<file path="config.mk">
export PLATFORM = sky130hd
export DESIGN_NAME = bin2bcd_seq
export DESIGN_NICKNAME = d
export VERILOG_FILES = /design/src/rtl/bin2bcd_seq.sv
export SDC_FILE = /design/constraint.sdc
export NUM_CORES = 1
export LEC_CHECK = 0
export CORE_MARGIN = 3
export CORE_UTILIZATION = 30
export CTS_CLUSTER_SIZE = 20
export DETAILED_ROUTE_END_ITERATION = 10
export PLACE_DENSITY = 0.58
export SETUP_SLACK_MARGIN = 0.02
export SLEW_MARGIN = 40
export SYNTH_ARGS = -nofsm -noshare
export SYNTH_HDL_FRONTEND = slang
export SYNTH_SLANG_ARGS = --single-unit
</file>
<file path="constraint.sdc">
create_clock -name clk -period 4.8 [get_ports clk]
set_input_delay 0.48 -clock clk [delete_from_list [all_inputs] [get_ports clk]]
set_output_delay 0.48 -clock clk [all_outputs]
set_load 0.05 [all_outputs]
</file>
<file path="src/rtl/bin2bcd_seq.sv">
// Sequential binary-to-BCD converter (shift-and-add-3), one input bit per clock.
// Optional build macro BIN2BCD_BLANK_EN: leading-zero digits above units are loaded as 4'hF.
//
// state | meaning
// IDLE  | ready for a new value; in_ready high
// SHIFT | add-3 then shift once per clock; final clock copies the BCD field out
// DONE  | result just loaded into bcd; out_valid high for one cycle
module bin2bcd_seq #(
    parameter int WIDTH  = 8,
    parameter int DIGITS = 3
) (
    input  logic                  clk,
    input  logic                  rst,
    input  logic                  in_valid,
    input  logic [WIDTH-1:0]      bin,
    output logic                  in_ready,
    output logic [4*DIGITS-1:0]   bcd,
    output logic                  out_valid
);

    localparam int SW = 4*DIGITS + WIDTH;
    localparam int CW = $clog2(WIDTH+1);

    function automatic longint pow10(input int n);
        longint r;
        r = 1;
        for (int i = 0; i < n; i++) r = r * 10;
        return r;
    endfunction

    localparam longint MAXV = (longint'(1) << WIDTH) - 1;

    generate
        if (pow10(DIGITS) <= MAXV) begin : g_digits_too_few
            $error("bin2bcd_seq: DIGITS too small to hold 2**WIDTH-1");
        end
    endgenerate

    typedef enum logic [1:0] {
        IDLE  = 2'd0,
        SHIFT = 2'd1,
        DONE  = 2'd2
    } state_t;

    state_t              state, state_nxt;
    logic [SW-1:0]       sreg, sreg_nxt, sreg_adj;
    logic [CW-1:0]       cnt, cnt_nxt;
    logic [4*DIGITS-1:0] bcd_q, bcd_nxt, bcd_fmt;
`ifdef BIN2BCD_BLANK_EN
    logic                lead;
`endif

    always_ff @(posedge clk) begin
        if (rst) begin
            state <= IDLE;
            sreg  <= '0;
            cnt   <= '0;
            bcd_q <= '0;
        end else begin
            state <= state_nxt;
            sreg  <= sreg_nxt;
            cnt   <= cnt_nxt;
            bcd_q <= bcd_nxt;
        end
    end

    // Add-3 correction on every BCD nibble before the shift.
    always_comb begin
        sreg_adj = sreg;
        for (int d = 0; d < DIGITS; d++) begin
            if (sreg[WIDTH+4*d +: 4] >= 4'd5)
                sreg_adj[WIDTH+4*d +: 4] = sreg[WIDTH+4*d +: 4] + 4'd3;
        end
    end

    always_comb begin
        bcd_fmt = sreg[SW-1:WIDTH];
`ifdef BIN2BCD_BLANK_EN
        lead = 1'b1;
        for (int d = DIGITS-1; d >= 1; d--) begin
            if (lead && (bcd_fmt[4*d +: 4] == 4'd0))
                bcd_fmt[4*d +: 4] = 4'hF;
            else
                lead = 1'b0;
        end
`endif
    end

    always_comb begin
        state_nxt = state;
        sreg_nxt  = sreg;
        cnt_nxt   = cnt;
        bcd_nxt   = bcd_q;
        case (state)
            IDLE: begin
                if (in_valid) begin
                    sreg_nxt  = {{(4*DIGITS){1'b0}}, bin};
                    cnt_nxt   = '0;
                    state_nxt = SHIFT;
                end
            end
            SHIFT: begin
                // cnt reaching WIDTH means all bits are in; this clock only publishes.
                if (cnt == CW'(WIDTH)) begin
                    bcd_nxt   = bcd_fmt;
                    state_nxt = DONE;
                end else begin
                    sreg_nxt = sreg_adj << 1;
                    cnt_nxt  = cnt + 1'b1;
                end
            end
            DONE:    state_nxt = IDLE;
            default: state_nxt = IDLE;
        endcase
    end

    assign in_ready  = (state == IDLE);
    assign out_valid = (state == DONE);
    assign bcd       = bcd_q;

endmodule

</file>
* After elaboration in Yosys (flattened, before gate mapping) *
Cells that the tools add are included.

operators by class
  muxes and demuxes = 12
  order comparisons = 3
  $add $sub $neg = 4
  equal/unequal tests = 6
  reductions and logical operators = 5

operators with widths
  kind                                                                                  count
  20-bit two-way mux                                                                    2
  20-bit one-hot mux with 2 select lines                                                1
  4-bit two-way mux                                                                     4
  4-bit by 3-bit greater-or-equal comparator with 1-bit output (second input constant)  3
  4-bit by 2-bit adder with 4-bit output (second input constant)                        2
  4-bit one-hot mux with 2 select lines                                                 1
  2-bit != test (second input constant)                                                 3
  4-bit by 1-bit adder with 4-bit output (second input constant)                        1
  4-bit == test (second input constant)                                                 1
  2-bit two-way mux                                                                     2
  2-bit one-hot mux with 2 select lines                                                 1
  2-bit AND reduction                                                                   2
  3-bit by 2-bit adder with 3-bit output (second input constant)                        1
  3-bit two-way mux                                                                     1
  3-bit AND reduction                                                                   1
  2-bit by 1-bit == test with 1-bit output (second input constant)                      1
  2-bit == test (second input constant)                                                 1
  2-bit logical NOT                                                                     1
  2-bit nonzero test                                                                    1

word-level totals
  register bits after elaboration = 38

* Depth between registers and ports, before layout *
  depth in word-level cells = 4
  gate-level depth with buffers = 8

* Worst setup path before layout *
No wires, ideal clock.

  path type = reg2reg
  start = register state[0]
  end = register sreg[15]
  arrival time = 1.744 ns
  stages on the path, launching flop included = 4
  buffers on the path = 0
  path slack = 2.940 ns
  required time = 4.684 ns
  cells stage by stage = dfxtp_1 nor2_1 a21oi_1 a31o_2

on the way
  cells in the longest elaborated chain, start to end = 3

ends and longest elaborated chain
  element                                                               line  RTL
  start, declared                                                       45    state_t state, state_nxt;
  start signal, assigned                                                60    state <= state_nxt;
  2-bit logical NOT (*)                                                 -
  net in_ready                                                          16    output logic in_ready,
  2-bit != test (no line) / 2-bit nonzero test (equally long branches)  -
  3-bit AND reduction (no line)                                         -
  end signal, assigned                                                  61    sreg <= sreg_nxt;
  end, declared                                                         46    logic [SW-1:0] sreg, sreg_nxt, sreg_adj;

The timed path passes the listed nets; every way through them passes the cells marked *.
A chain may end at the register's enable or synchronous reset.

==> results.md <==
Worst setup path:
- The worst setup path is of the input port to flip-flop kind.
- The startpoint of the most critical register-to-register path is cnt[0].
- The required arrival time at the worst endpoint is 5.04 ns.
- The depth of the worst register-to-register path is 6.
- The origin of the worst setup path is rst.
- The critical path data arrival time is 2.52 ns.
- The largest fanout on the critical path is 17.
- The worst setup path is launched from an input port.
- STA classifies the critical path endpoint as a flip-flop.

Hold path:
- The number of stages on the worst hold path is 2.
- In this run the most critical hold path is launched from bcd[1].
- The worst hold-check path type is flip-flop to flip-flop.

Run:
- The number of max-cap violations is 0.

Clock tree:
- Clock latency on the worst-skew pair, taken at its later pin, is 0.29 ns.
- The clock tree from TritonCTS is yes.
- The number of buffers on the longest clock path is 2.
- The number of clock sinks seen by CTS is 38.
- The post-CTS setup buffer count is 0.
- The post-cts resize count is 0.
- In this run the number of H-tree levels came out at 2.
- In this run, post-CTS hold repair placed 0 buffers.
- Clock tree synthesis selected as its root buffer the cell sky130_fd_sc_hd__clkbuf_8.
- The clock slew seen by the registers of the worst setup and hold paths is 0.08 ns.
- The CTS buffer count is 5.

Routing:
- After detailed routing, the number of remaining DRC violations is 0.
- For this run, the detailed router's first-pass iteration total came to 4.
- After detailed routing, the average wire length per cell comes to 12.25 um.
- The overall via count from detail_route is 1330.
- In the routed layout, each cell is associated on average with a via count of 4.700.
- After the first detailed-routing iteration, the DRC count stood at 99.
- The remaining number of nets flagged by the antenna check after routing is 0.
- The post-detailed-routing wire length is 3466 um.

Pwr:
- For this design the static power due to leakage is 0.8120 nW.
- Across the VDD grid, the largest voltage drop is 0.1441 mV.
- The power density over the cells is 304.3 nW/um2.
- The overall power is 641.9 uW.

Final layout:
- The final layout net count is 231.
- The count of inserted antenna diode cells is 0.
- The area growth from synthesis to layout is 22.98%.
- Summing all multi-input logic gate instances after layout gives 874.6 um2.
- The combined flip-flop and latch cell area is 760.7 um2.
- The finished layout holds 283 standard cells, fillers aside.
- The ratio of cells with drive above 1 in the final layout is 0.07981.
- For this run, the share of the core covered by cells in the final layout is 0.3978.
- The total of fill cells in the finished design is 542.

Logic synthesis:
- After synthesis the netlist holds a flip-flop and latch count of 38.
- Yosys mapped a number of flops with a built-in enable equal to 0.
- The portion of synthesized cell area occupied by the leading cell type is 0.4435.
- The commonest cells after synthesis are sky130_fd_sc_hd__dfxtp_1 (38), sky130_fd_sc_hd__nand2_1 (29), sky130_fd_sc_hd__a21oi_1 (18).
- The mapped netlist covers 1715 um2.
- Counting distinct cell types in the post-synthesis netlist gives 35.
- The number of cells produced by synthesis is 188.
- In the post-synthesis netlist, the biggest area contributors are sky130_fd_sc_hd__dfxtp_1 (44%), sky130_fd_sc_hd__mux2i_1 (6.4%), sky130_fd_sc_hd__nand2_1 (6.3%).
- For this run, the leading register cell type out of synthesis is sky130_fd_sc_hd__dfxtp_1.
- The share of the Yosys chip area taken by registers is 0.4435.
- The largest total area in the synthesized netlist belongs to sky130_fd_sc_hd__dfxtp_1.
- The cell with the most instances after synthesis is sky130_fd_sc_hd__dfxtp_1.
- The total of warnings raised by yosys is 0.
- The number of nets produced by synthesis is 207.
- After synthesis, the share of flip-flops with an asynchronous set or reset is 0.
- The mean cell area of the mapped netlist is 9.124 um2.

Floorplanning:
- The placeable core region is 5303 um2.
- The die covers 6661 um2.
- The number of placement rows is 26.
- The chip width is 81.62 um.
- For this configuration, the core starts out at a cell density of 0.3235.
- Measured along the y axis, the die boundary spans 81.62 um.
- The number of primary I/O pins is 25.

Timing:
- Setup violations remaining at the end of the flow were counted as 0.
- The setup slack of the critical path after layout is 2.518 ns.
- The smallest clock period supported by the final layout is computed as 2.282 ns.
- The remaining max-slew budget at the tightest pin is 0.4559.
- Adding up every negative setup slack in the final design gives 0 ns.
- The highest attainable clock frequency is 0.4382 GHz.
- At the pin with the least slew margin, the transition time is 0.8100 ns.
- The number of failing hold endpoints at the final stage is 0.
- Setup repair after global routing left no endpoint under its margin.
- The number of slew-limit violations in the final report was 0.
- The worst clock skew is 0.006122 ns.
- The final period utilization is 0.4754.

GRT:
- The first global-routing pass estimated 5906 um of wire.
- The number of antenna violations at the first check in global routing is 0.
- The maximum number of pins on one net before global-route repair is 19.
- The via count of the first global-routing pass is 1229.
- The total routing resource utilization after global routing is 0.1146.
- Summed over all layers, the global routing overflow is 0.

Place:
- Port buffering added 24 buffers.
- At the end of routability-driven placement, the weighted congestion stood at 0.7517.
- Summed over all nets, the half-perimeter wirelength after detailed placement is 2544 um.
- OpenSTA, run right after detailed placement, puts the worst setup slack at 2.222 ns.
- Including well taps, the total number of placed cells is 275.

Outcome:
- The flow ran to the end, and the final reports show no timing, DRC or antenna violations.
-- cells in the final DEF (no fill, tap or decap), types with 3 or more instances in the layout --
cell type                         instances
sky130_fd_sc_hd__a211oi_1                 6
sky130_fd_sc_hd__a21oi_1                 18
sky130_fd_sc_hd__a22o_1                   5
sky130_fd_sc_hd__a31o_2                   3
sky130_fd_sc_hd__and3_1                   3
sky130_fd_sc_hd__clkbuf_8                 5
sky130_fd_sc_hd__clkdlybuf4s50_1         24
sky130_fd_sc_hd__dfxtp_1                 38
sky130_fd_sc_hd__ha_1                     8
sky130_fd_sc_hd__inv_1                    8
sky130_fd_sc_hd__mux2i_1                 11
sky130_fd_sc_hd__nand2_1                 29
sky130_fd_sc_hd__nand2b_1                 7
sky130_fd_sc_hd__nor2_1                  15
sky130_fd_sc_hd__o21ai_0                  5
sky130_fd_sc_hd__xnor2_1                  3
-- cells by family after synthesis --
family,after synthesis,synth area share
adder cells (fa/ha/maj),8,0.05835
XOR/XNOR,4,0.02043
AO/OA/AOI/OAI,46,0.1896
multiplexers,12,0.07075
flip-flops,38,0.4435
AND/OR/NAND/NOR,64,0.1707
buffers and inverters,16,0.04668
-- stage by stage --
stage,cell area [um2],hold slack [ns]
2_1_floorplan,1715,0.4416
3_3_place_gp,2001,0.4420
3_5_place_dp,2001,0.4474
4_1_cts,2110,0.4584
5_1_grt,2110,0.4732
6_report,2110,0.4556
-- final cells by class --
class,instances,share of cell area
Inverter,8,0.01423
Tap cell,70,0.04152
Multi-Input combinational cell,134,0.4146
Sequential cell,38,0.3606
Timing Repair Buffer,25,0.1174
Clock buffer,5,0.03262
Clock inverter,3,0.01898
-- critical path: stages --
cell and delay [ns]:
sky130_fd_sc_hd__clkdlybuf4s50_1 0.67, sky130_fd_sc_hd__buf_4 0.34, sky130_fd_sc_hd__nor3_1 0.69, sky130_fd_sc_hd__and3_1 0.25
sky130_fd_sc_hd__a31o_2 0.09
-- layer usage --
layer | wire length (um) | up-vias | GRT usage
li1 | - | 698 | -
met1 | 1743 | 610 | 0.1556
met2 | 1564 | 18 | 0.1800
met3 | 111 | 4 | 0.02741
met4 | 46 | 0 | 0.03488
met5 | 0 | - | 0
-- flip-flops by register name, summed over array words and instances, names as in the netlist --
signal and cells:
sreg 20, bcd 12, cnt 4, state 2
-- report_power, final --
group / internal [mW] / switching, mW
combinational: 0.0229 / 0.0282
sequential: 0.323 / 0.00581
clock: 0.153 / 0.109
total: 0.499 / 0.143
-- final timing paths --
| path | to | slack [ns] |
|---|---|---|
| max reg2reg | sreg[18] | 2.61 |
| min reg2reg | bcd[1] | 0.46 |
| max | sreg[19] | 2.52 |
| min | bcd[1] | 0.46 |
No activity file was read; power rests on OpenSTA's default activity.
